$ cat config.mk
export PLATFORM = sky130hd
export DESIGN_NAME = raccoon_responder
export DESIGN_NICKNAME = d
export VERILOG_FILES = /design/src/rtl/raccoon_responder.sv
export SDC_FILE = /design/constraint.sdc
export NUM_CORES = 1
export LEC_CHECK = 0
export BUFFER_PORTS_ARGS = -buffer_cell sky130_fd_sc_hd__buf_2
export CELL_PAD_IN_SITES_DETAIL_PLACEMENT = 1
export CELL_PAD_IN_SITES_GLOBAL_PLACEMENT = 2
export CORE_UTILIZATION = 28
export DETAILED_ROUTE_END_ITERATION = 10
export PLACE_DENSITY = 0.87
export SYNTH_ARGS = -nofsm -noshare
export SYNTH_HDL_FRONTEND = slang
export SYNTH_SLANG_ARGS = --single-unit
$ cat constraint.sdc
create_clock -name CLK -period 2.7 [get_ports CLK]
set_input_delay 0.675 -clock CLK [delete_from_list [all_inputs] [get_ports CLK]]
set_output_delay 0.675 -clock CLK [all_outputs]
set_load 0.03 [all_outputs]
$ cat src/rtl/raccoon_responder.sv
// raccoon_responder: ring node that claims requests in its address window, performs one memory access and inserts the response.
module raccoon_responder #(
  parameter logic [31:0] BASE_ADDR = 32'hFFFF_0000,
  parameter logic [31:0] ADDR_MASK = 32'hFFFF_0000,
  parameter logic [7:0]  TIMEOUT   = 8'd255
) (
  input  logic        CLK,
  input  logic        RST,
  input  logic [78:0] RaccIn,
  output logic [78:0] RaccOut,
  output logic        MEM_CS,
  output logic        MEM_WR,
  output logic [31:0] MEM_ADDR,
  output logic [3:0]  MEM_MASK,
  output logic [31:0] MEM_DOUT,
  input  logic [31:0] MEM_DIN,
  input  logic        MEM_ACK
);
  localparam logic [1:0] IDLE = 2'd0, ACCESS = 2'd1, RESP = 2'd2;
  localparam logic [7:0] LAST = TIMEOUT - 8'd1;
  logic [1:0]  state;
  logic [7:0]  cnt;
  logic [4:0]  tag;
  logic [31:0] data;
  logic        err;
  logic        claim, insert;
  logic [78:0] rsp;
  always_comb begin
    claim  = RaccIn[78] && !RaccIn[77] && ((RaccIn[63:32] ^ BASE_ADDR) & ADDR_MASK) == 32'd0 && state == IDLE;
    insert = state == RESP && !RaccIn[78];
    rsp    = {1'b1, 1'b1, MEM_WR, MEM_MASK, 2'b00, err, tag, MEM_ADDR, data};
  end
  always_ff @(posedge CLK) begin
    if (RST) begin
      state    <= IDLE;
      cnt      <= '0;
      tag      <= '0;
      data     <= '0;
      err      <= 1'b0;
      RaccOut  <= '0;
      MEM_CS   <= 1'b0;
      MEM_WR   <= 1'b0;
      MEM_ADDR <= '0;
      MEM_MASK <= '0;
      MEM_DOUT <= '0;
    end else begin
      // a claimed request leaves an empty slot; forwarded traffic beats insertion
      RaccOut <= claim ? '0 : insert ? rsp : RaccIn;
      if (claim) begin
        state    <= ACCESS;
        cnt      <= '0;
        err      <= 1'b0;
        MEM_CS   <= 1'b1;
        MEM_WR   <= RaccIn[76];
        MEM_MASK <= RaccIn[75:72];
        tag      <= RaccIn[68:64];
        MEM_ADDR <= RaccIn[63:32];
        MEM_DOUT <= RaccIn[31:0];
      end else if (state == ACCESS) begin
        if (MEM_ACK) begin
          state  <= RESP;
          MEM_CS <= 1'b0;
          data   <= MEM_WR ? MEM_DOUT : MEM_DIN;
        end else if (cnt == LAST) begin
          state  <= RESP;
          MEM_CS <= 1'b0;
          data   <= 32'hDEAD_BEEF;
          err    <= 1'b1;
        end else begin
          cnt <= cnt + 8'd1;
        end
      end else if (insert) begin
        state <= IDLE;
      end
    end
  end
endmodule

==> impl_metrics.yaml, run 1 <==
timing:
  rsz0062_at_grt: "false"
  finalCritPeriodShare_pct: 76.9
  setup_tns_ns: 0
  worstMarginPinSlew_ns: 0.589
  max_slew_margin_pct: 60.8
  setup_violations: 0
  fmaxAchievable_mhz: 481
  finalHoldViolCount: 0
  slew_violations: 0
  fin_skew_ns: 0.0138
  fin_crit_ns: 2.08
  hold_slack_ns: 0.457
synthesis:
  yosys_warnings: 0
  synth_seq_cells: 197
  syn_area_sq_um: 7740
  synth_cells: 929
  syn_area_per_cell_sq_um: 8.33
  syn_nets: 1045
  ys_types: 39
  seq_area_frac_synth_pct: 50.9
clocking:
  cts_max_level: 4
  path_clk_slew_ns: 0.08
  cts_tree: "yes"
  worstSkewPairLatency_ns: 0.43
  cts_buffer_depth: 2
  cts_buffers: 17
  cts_sinks: 197
  cts_hold_buf: 0
  ctsResizeCount: 0
  clockRootBuffer: "clkbuf_16"
  postCtsSetupRepairBufs: 0
global_route:
  use_met1_pct: 21.7
  grt_antenna_before_repair: 8
  grt_overflow: 0
  grt_max_degree: 73
  use_met3_pct: 5.10
  grt_usage_pct: 17.7
  grt_pass1_wl_microns: 39600
  first_global_vias: 7382
  gr-max-usage-layer: "met2"
  met2_usage_pct: 29.9
place:
  dpl.cell_count: 1474
  io_buffers: 262
  place.gp.congestion: 0.747
  place_area_sq_um: 9390
  dpl.hpwl_microns: 16900
worst_setup_path:
  endpoint_kind: "flop"
  critical_path_required_ns: 3.04
  critPathMaxFanout: 68
  r2r_setup_slack_ns: 0.62
  reg2reg_from: "state[1]"
  crit_start: "state[1]"
  criticalPathCategory: "reg -> reg"
  startpoint_type: "flop"
  cp.arrival_ns: 2.42
floorplanning:
  chipHeight_microns: 168
  num_io_pins: 263
  core_area_sq_um: 27000
  initial_core_util_pct: 28.6
  dieArea_sq_um: 28300
  die_w_microns: 168
  std_cell_rows: 60
final_layout:
  final_cell_area_sq_um: 9970
  num-fill-cells: 3273
  final_cells: 1508
  area_growth_pct: 28.8
  drive_gt1_share_pct: 28.4
  final_nets: 1268
drt:
  first_pass_iters: 4
  drt-wirelength-per-cell_microns: 16.6
  drc: 0
  ant_nets: 0
  avgViaCountPerCell: 4.83
  drtIter0Drc: 221
  routed_wirelength_microns: 25000
  vias: 7286
job:
  drv_cap: 0
worst_hold_path:
  worstHoldStart: "data[30]"
  hold_class: "reg -> reg"
status:
  outcome: "complete, no violations"
pwr:
  peakVddDrop_mv: 0.290
  power_per_cell_area_nw_per_um2: 606
  p_leak_nw: 4.46
metal layers:
layer	vias up	part of all wire [%]	routed length, microns
met5	-	0.17	42
met4	8	1.4	356
met3	29	6.5	1630
met2	185	47	11600
met1	3502	45	11300
li1	3562	-	-
final timing paths:
check / to / cells after the start
min reg2reg: RaccOut[30] / 2
max: MEM_WR / 5
max reg2reg: MEM_WR / 5
min: RaccOut[30] / 2
state kept, by name (all words and copies together) (netlist names):
signal    count
MEM_CS        1
MEM_MASK      4
MEM_DOUT     32
data         32
cnt           8
err           1
MEM_ADDR     32
MEM_WR        1
tag           5
state         2
RaccOut      79
metrics by stage:
stage,total power [mW],util (%),setup slack (ns)
finish,6.04,36.9,0.623
global route,6.29,36.9,0.503
CTS,6.14,36.9,0.627
detailed placement,3.54,34.7,0.267
global placement,3.53,34.7,0.329
floorplan,3.32,-,0.534
worst max-delay path, cell delays in order (launching register included):
cell	delay (ns)
dfxtp_1	0.42
nand4bb_4	0.30
or3_4	0.43
buf_4	0.30
or3_1	0.37
a21oi_1	0.14
cell type report:
class                   count  area, sq um  area share [%]
diodes                      3         7.51          0.0753
clock buffers              18          439            4.40
clock inverters            13          139            1.39
inverters                  63          236            2.37
multi-input cells         592         3260            32.7
flip-flops and latches    197         3950            39.6
well taps                 341          427            4.28
repair buffers            281         1520            15.2
cell usage in the layout, fill, tap and decap left out, types with 2 or more instances in the layout:
master and count:
mux2i_1 24, nand3_1 11, clkinvlp_4 3, mux2_2 8
o21ai_0 70, diode_2 3, nor2b_1 2, inv_1 62
nor2_1 13, a211oi_1 3, inv_6 4, clkinv_4 2
a21oi_1 172, inv_8 3, ha_1 2, nor2_2 2
and4_1 2, buf_2 261, xor2_1 2, or3_1 60
clkbuf_16 17, buf_4 15, o21a_1 40, nand2_1 156
xnor2_1 2, buf_12 5, dfxtp_1 196, nand4_1 6
kinds of logic after synthesis:
logic type	after synthesis	share of synthesized area, %
AOI/OAI and AO/OA	289	20.3
and+or+nand+nor	265	16.4
DFF	197	50.9
buffers and inverters	140	7.32
muxes	32	4.27
xor gates and xnor gates	4	0.453
adders and majority gates	2	0.323
cells in the mapped netlist, drive strengths merged:
library cell,count,area share [%]
a211oi,3,0.29
mux2i,24,3.1
dfxtp,197,51
xor2,2,0.23
a31oi,1,0.081
o21ai,71,4.7
buf,21,1.5
clkbuf,56,2.7
ha,2,0.32
nor3b,1,0.097
nand2b,1,0.081
a2bb2oi,1,0.11
nor4,2,0.36
mux2,8,1.2
nand4,6,0.48
a21oi,172,11
clkinv,1,0.048
or3b,1,0.11
nor2,15,0.73
nor2b,2,0.16
nand3,12,0.78
nand2,156,7.6
nand4bb,1,0.36
or3,61,4.9
o21a,40,3.9
and3,2,0.16
and4,2,0.23
inv,62,3.0
o211ai,1,0.097
or4b,1,0.18
or4,1,0.097
nor3,1,0.065
xnor2,2,0.23
power breakdown:
group	switching [mW]	internal [mW]	leakage, nW
clock	1.24	1.33	0.276
combinational	0.318	0.164	2.57
sequential	0.0150	2.97	1.61
Note: power is estimated with default switching activity, not from simulation.
==> inputs of run 2 (changes only) <==
==> constraint.sdc (replaced) <==
create_clock -name CLK -period 2 [get_ports CLK]
set_input_delay 0.5 -clock CLK [delete_from_list [all_inputs] [get_ports CLK]]
set_output_delay 0.5 -clock CLK [all_outputs]
set_load 0.03 [all_outputs]
==> impl_metrics.yaml, run 2 (synthesis results as in run 1) <==
status:
  outcome: "complete, no violations"
timing:
  fin_crit_ns: 1.75
  fmaxAchievable_mhz: 571
  hold_slack_ns: 0.290
  slew_violations: 0
  worstMarginPinSlew_ns: 0.467
  fin_skew_ns: 0.0130
  setup_tns_ns: 0
  setup_violations: 0
  finalHoldViolCount: 0
  rsz0062_at_grt: "false"
  max_slew_margin_pct: 68.9
  finalCritPeriodShare_pct: 87.5
worst_setup_path:
  rr_endpoint: "MEM_DOUT[15]"
  r2r_cells: 5
  crit_chain: "nand4bb_4 > or3_4 > buf_4 > or3_1 > a21oi_1"
  reg2reg_from: "state[1]"
  endpoint_kind: "flop"
  startpoint_type: "flop"
  cp.arrival_ns: 2.11
  crit_slowest_cell: "or3_4"
  slowest_delay_ns: 0.42
  r2r_setup_slack_ns: 0.25
  critPathMaxFanout: 36
  criticalPathCategory: "reg -> reg"
  critical_path_required_ns: 2.35
global_route:
  grt_overflow: 0
  first_global_vias: 7559
  grt_pass1_wl_microns: 40400
  grt_max_degree: 81
  grt_usage_pct: 17.9
  grt_antenna_before_repair: 4
drt:
  drtIter0Drc: 309
  drc: 0
  vias: 7244
  routed_wirelength_microns: 25000
  first_pass_iters: 4
  drt-wirelength-per-cell_microns: 16.4
  ant_nets: 0
  avgViaCountPerCell: 4.76
final_layout:
  final_nets: 1282
  drive_gt1_share_pct: 29.3
  area_growth_pct: 31.3
  largest_reg_flops: 79
  final_cell_mix: "buf_2, dfxtp_1, a21oi_1, nand2_1, o21ai_0"
  final_cells: 1522
  layout.cells.most_common: "buf_2"
  largest-register: "RaccOut"
  multi_input_area_sq_um: 3260
  register_area_sq_um: 3950
  num-fill-cells: 3295
pwr:
  p_sw_mw: 2.12
  swShare_pct: 26.4
  clkPwrFrac_pct: 41.7
  power_frac_seq_pct: 50.1
  peakVddDrop_mv: 0.463
  p_int_mw: 5.91
  comb_power_share_pct: 8.2
  power_per_cell_area_nw_per_um2: 790
  p_leak_nw: 4.56
  finalPower_mw: 8.03
worst_hold_path:
  hold_depth: 3
  hold_class: "in -> reg"
  worstHoldStart: "RaccIn[70]"
  hold_end: "RaccOut[70]"
clocking:
  worstSkewPairLatency_ns: 0.43
  clockRootBuffer: "clkbuf_16"
  cts_buffer_depth: 2
  cts_max_level: 4
  cts_sinks: 197
  cts_hold_buf: 0
  postCtsSetupRepairBufs: 0
  cts_tree: "yes"
  ctsResizeCount: 0
  path_clk_slew_ns: 0.08
  cts_buffers: 17
floorplanning:
  core_area_sq_um: 27000
  num_io_pins: 263
  initial_core_util_pct: 28.6
  die_w_microns: 168
  dieArea_sq_um: 28300
  chipHeight_microns: 168
  std_cell_rows: 60
place:
  dpl.cell_count: 1488
  io_buffers: 262
  place.gp.congestion: 0.749
  dpl.hpwl_microns: 17400
job:
  drv_cap: 0
==> run 2: power groups by stage <==
stage	Clock, mW	Sequential (mW)	Combinational, mW
final	3.35	4.03	0.661
after detailed placement	0	4.12	0.669
after CTS	3.48	4.03	0.672
after floorplan	0	4.30	0.187
after global routing	3.65	4.03	0.724
after global placement	0	4.12	0.660
==> run 2: metal layers <==
metal | vias up | GRT usage [%] | wire [microns]
li1 | 3587 | - | -
met1 | 3452 | 21.9 | 11300
met2 | 186 | 30.9 | 11900
met3 | 15 | 5.48 | 1660
met4 | 4 | 3.60 | 160
met5 | - | 0 | 27
==> run 2: how the worst max path moves through the flow <==
stage          startpoint      endpoint  slack (ns)  cells after the start
5_1_grt          state[1]        cnt[7]        0.14                      5
2_1_floorplan  RaccIn[51]  MEM_ADDR[21]       0.009                      6
4_1_cts          state[1]  MEM_DOUT[17]        0.24                      5
6_report         state[1]  MEM_DOUT[15]        0.25                      5
3_5_place_dp   RaccIn[49]   MEM_ADDR[4]       -0.17                      6
3_3_place_gp   RaccIn[49]        MEM_CS       -0.13                      5
==> run 2: final cells by class <==
| class | count | area share, % |
|---|---|---|
| Antenna cell | 2 | 0.0492 |
| Tap cell | 341 | 4.20 |
| Sequential cell | 197 | 38.8 |
| Inverter | 63 | 2.33 |
| Multi-Input combinational cell | 592 | 32.0 |
| Clock inverter | 13 | 1.14 |
| Timing Repair Buffer | 295 | 17.1 |
| Clock buffer | 19 | 4.36 |
==> run 2: metrics by stage <==
step	worst slack, ns	cell area, sq um	util [%]
2_1_floorplan	0.00867	7740	-
3_3_place_gp	-0.134	9600	35.5
3_5_place_dp	-0.168	9600	35.5
4_1_cts	0.241	10200	37.6
5_1_grt	0.139	10200	37.6
6_report	0.250	10200	37.6
==> run 2: worst max-delay path, delay by kind of cell, from the launching register on <==
family,cells,cell delay [ns]
flip-flops,1,0.32
AND/OR/NAND/NOR,3,0.98
buffers and inverters,1,0.24
AO/OA/AOI/OAI,1,0.12
==> inputs of run 3 (changes only) <==
==> constraint.sdc (replaced) <==
create_clock -name CLK -period 2 [get_ports CLK]
set_input_delay 0.5 -clock CLK [delete_from_list [all_inputs] [get_ports CLK]]
set_output_delay 0.5 -clock CLK [all_outputs]
set_load 0.005 [all_outputs]
==> impl_metrics.yaml, run 3 (synthesis results as in run 1) <==
status:
  outcome: "complete, no violations"
global_route:
  grt_max_degree: 69
  met2_usage_pct: 30.6
  grt_usage_pct: 17.8
  grt_pass1_wl_microns: 40000
  use_met1_pct: 21.9
  use_met3_pct: 4.94
  first_global_vias: 7424
  grt_antenna_before_repair: 4
  grt_overflow: 0
  gr-max-usage-layer: "met2"
pwr:
  p_leak_nw: 4.58
  peakVddDrop_mv: 0.478
  finalPower_mw: 8.07
  power_per_cell_area_nw_per_um2: 791
worst_setup_path:
  critical_path_required_ns: 2.35
  cp.arrival_ns: 2.11
  r2r_setup_slack_ns: 0.26
  crit_end: "MEM_DOUT[4]"
  r2r_cells: 5
  crit_start: "RaccIn[49]"
  critPathMaxFanout: 68
  startpoint_type: "input port"
  rr_endpoint: "MEM_DOUT[4]"
  reg2reg_from: "state[1]"
  criticalPathCategory: "in -> reg"
  endpoint_kind: "flop"
floorplanning:
  std_cell_rows: 60
  die_w_microns: 168
  num_io_pins: 263
  chipHeight_microns: 168
  dieArea_sq_um: 28300
  initial_core_util_pct: 28.6
  core_area_sq_um: 27000
final_layout:
  num-fill-cells: 3291
  largest_reg_flops: 79
  multi_input_area_sq_um: 3260
  register_area_sq_um: 3950
  final_cells: 1523
  largest-register: "RaccOut"
  final_nets: 1282
  final_cell_mix: "buf_2, dfxtp_1, a21oi_1, nand2_1, o21ai_0"
  layout.cells.most_common: "buf_2"
  drive_gt1_share_pct: 29.3
  area_growth_pct: 31.8
worst_hold_path:
  hold_class: "in -> reg"
  worstHoldStart: "RaccIn[71]"
  hold_depth: 3
drt:
  drtIter0Drc: 282
  drc: 0
  drt-wirelength-per-cell_microns: 16.3
  ant_nets: 0
  avgViaCountPerCell: 4.77
  first_pass_iters: 4
  vias: 7265
  routed_wirelength_microns: 24800
place:
  dpl.cell_count: 1488
  dpl.hpwl_microns: 17200
  io_buffers: 262
  place.gp.congestion: 0.722
timing:
  rsz0062_at_grt: "false"
  hold_slack_ns: 0.289
  finalCritPeriodShare_pct: 88.0
  fin_skew_ns: 0.0127
  slew_violations: 0
  fin_crit_ns: 1.76
  finalHoldViolCount: 0
  worstMarginPinSlew_ns: 0.496
  fmaxAchievable_mhz: 568
  setup_tns_ns: 0
  max_slew_margin_pct: 67.0
  setup_violations: 0
clocking:
  cts_tree: "yes"
  cts_hold_buf: 0
  postCtsSetupRepairBufs: 0
  cts_buffer_depth: 2
  path_clk_slew_ns: 0.07
  worstSkewPairLatency_ns: 0.43
  cts_sinks: 197
  ctsResizeCount: 0
  cts_max_level: 4
  cts_buffers: 17
  clockRootBuffer: "clkbuf_16"
job:
  drv_cap: 0
[run 3: final cells by class]
type,instances,area share (%)
Antenna cell,3,0.0736
Inverter,63,2.32
Clock buffer,19,4.34
Tap cell,341,4.18
Clock inverter,13,1.59
Timing Repair Buffer,295,16.9
Sequential cell,197,38.7
Multi-Input combinational cell,592,31.9
[run 3: worst min path at each step]
stage,end,slack [ns]
6_report,RaccOut[71],0.29
3_5_place_dp,RaccOut[68],0.45
4_1_cts,RaccOut[71],0.26
5_1_grt,RaccOut[71],0.27
3_3_place_gp,RaccOut[67],0.44
2_1_floorplan,RaccOut[20],0.43
[run 3: stage by stage]
stage	setup slack [ns]	util (%)	area, sq um
after floorplan	0.00880	-	7740
after global placement	-0.140	35.5	9590
after detailed placement	-0.187	35.5	9590
after CTS	0.222	37.7	10200
after global routing	0.0887	37.7	10200
final	0.241	37.8	10200
[run 3: metal layers]
layer	vias up	routed length (microns)	part of all wire (%)
met5	-	8	0.032
met4	2	246	0.99
met3	18	1390	5.6
met2	177	11900	48
met1	3479	11300	46
li1	3589	-	-
[run 3: where the power goes]
group | total [mW] | switching [mW] | internal [mW] | leakage (nW)
Clock | 3.55 | 1.72 | 1.83 | 0.296
Combinational | 0.493 | 0.265 | 0.228 | 2.68
Sequential | 4.03 | 0.0218 | 4.00 | 1.61
[run 3: critical path, cell delays in order]
cell and delay (ns):
buf_2 0.11, nand4_1 0.09, or4b_4 0.63, buf_12 0.23
or3_1 0.37, a21oi_1 0.13
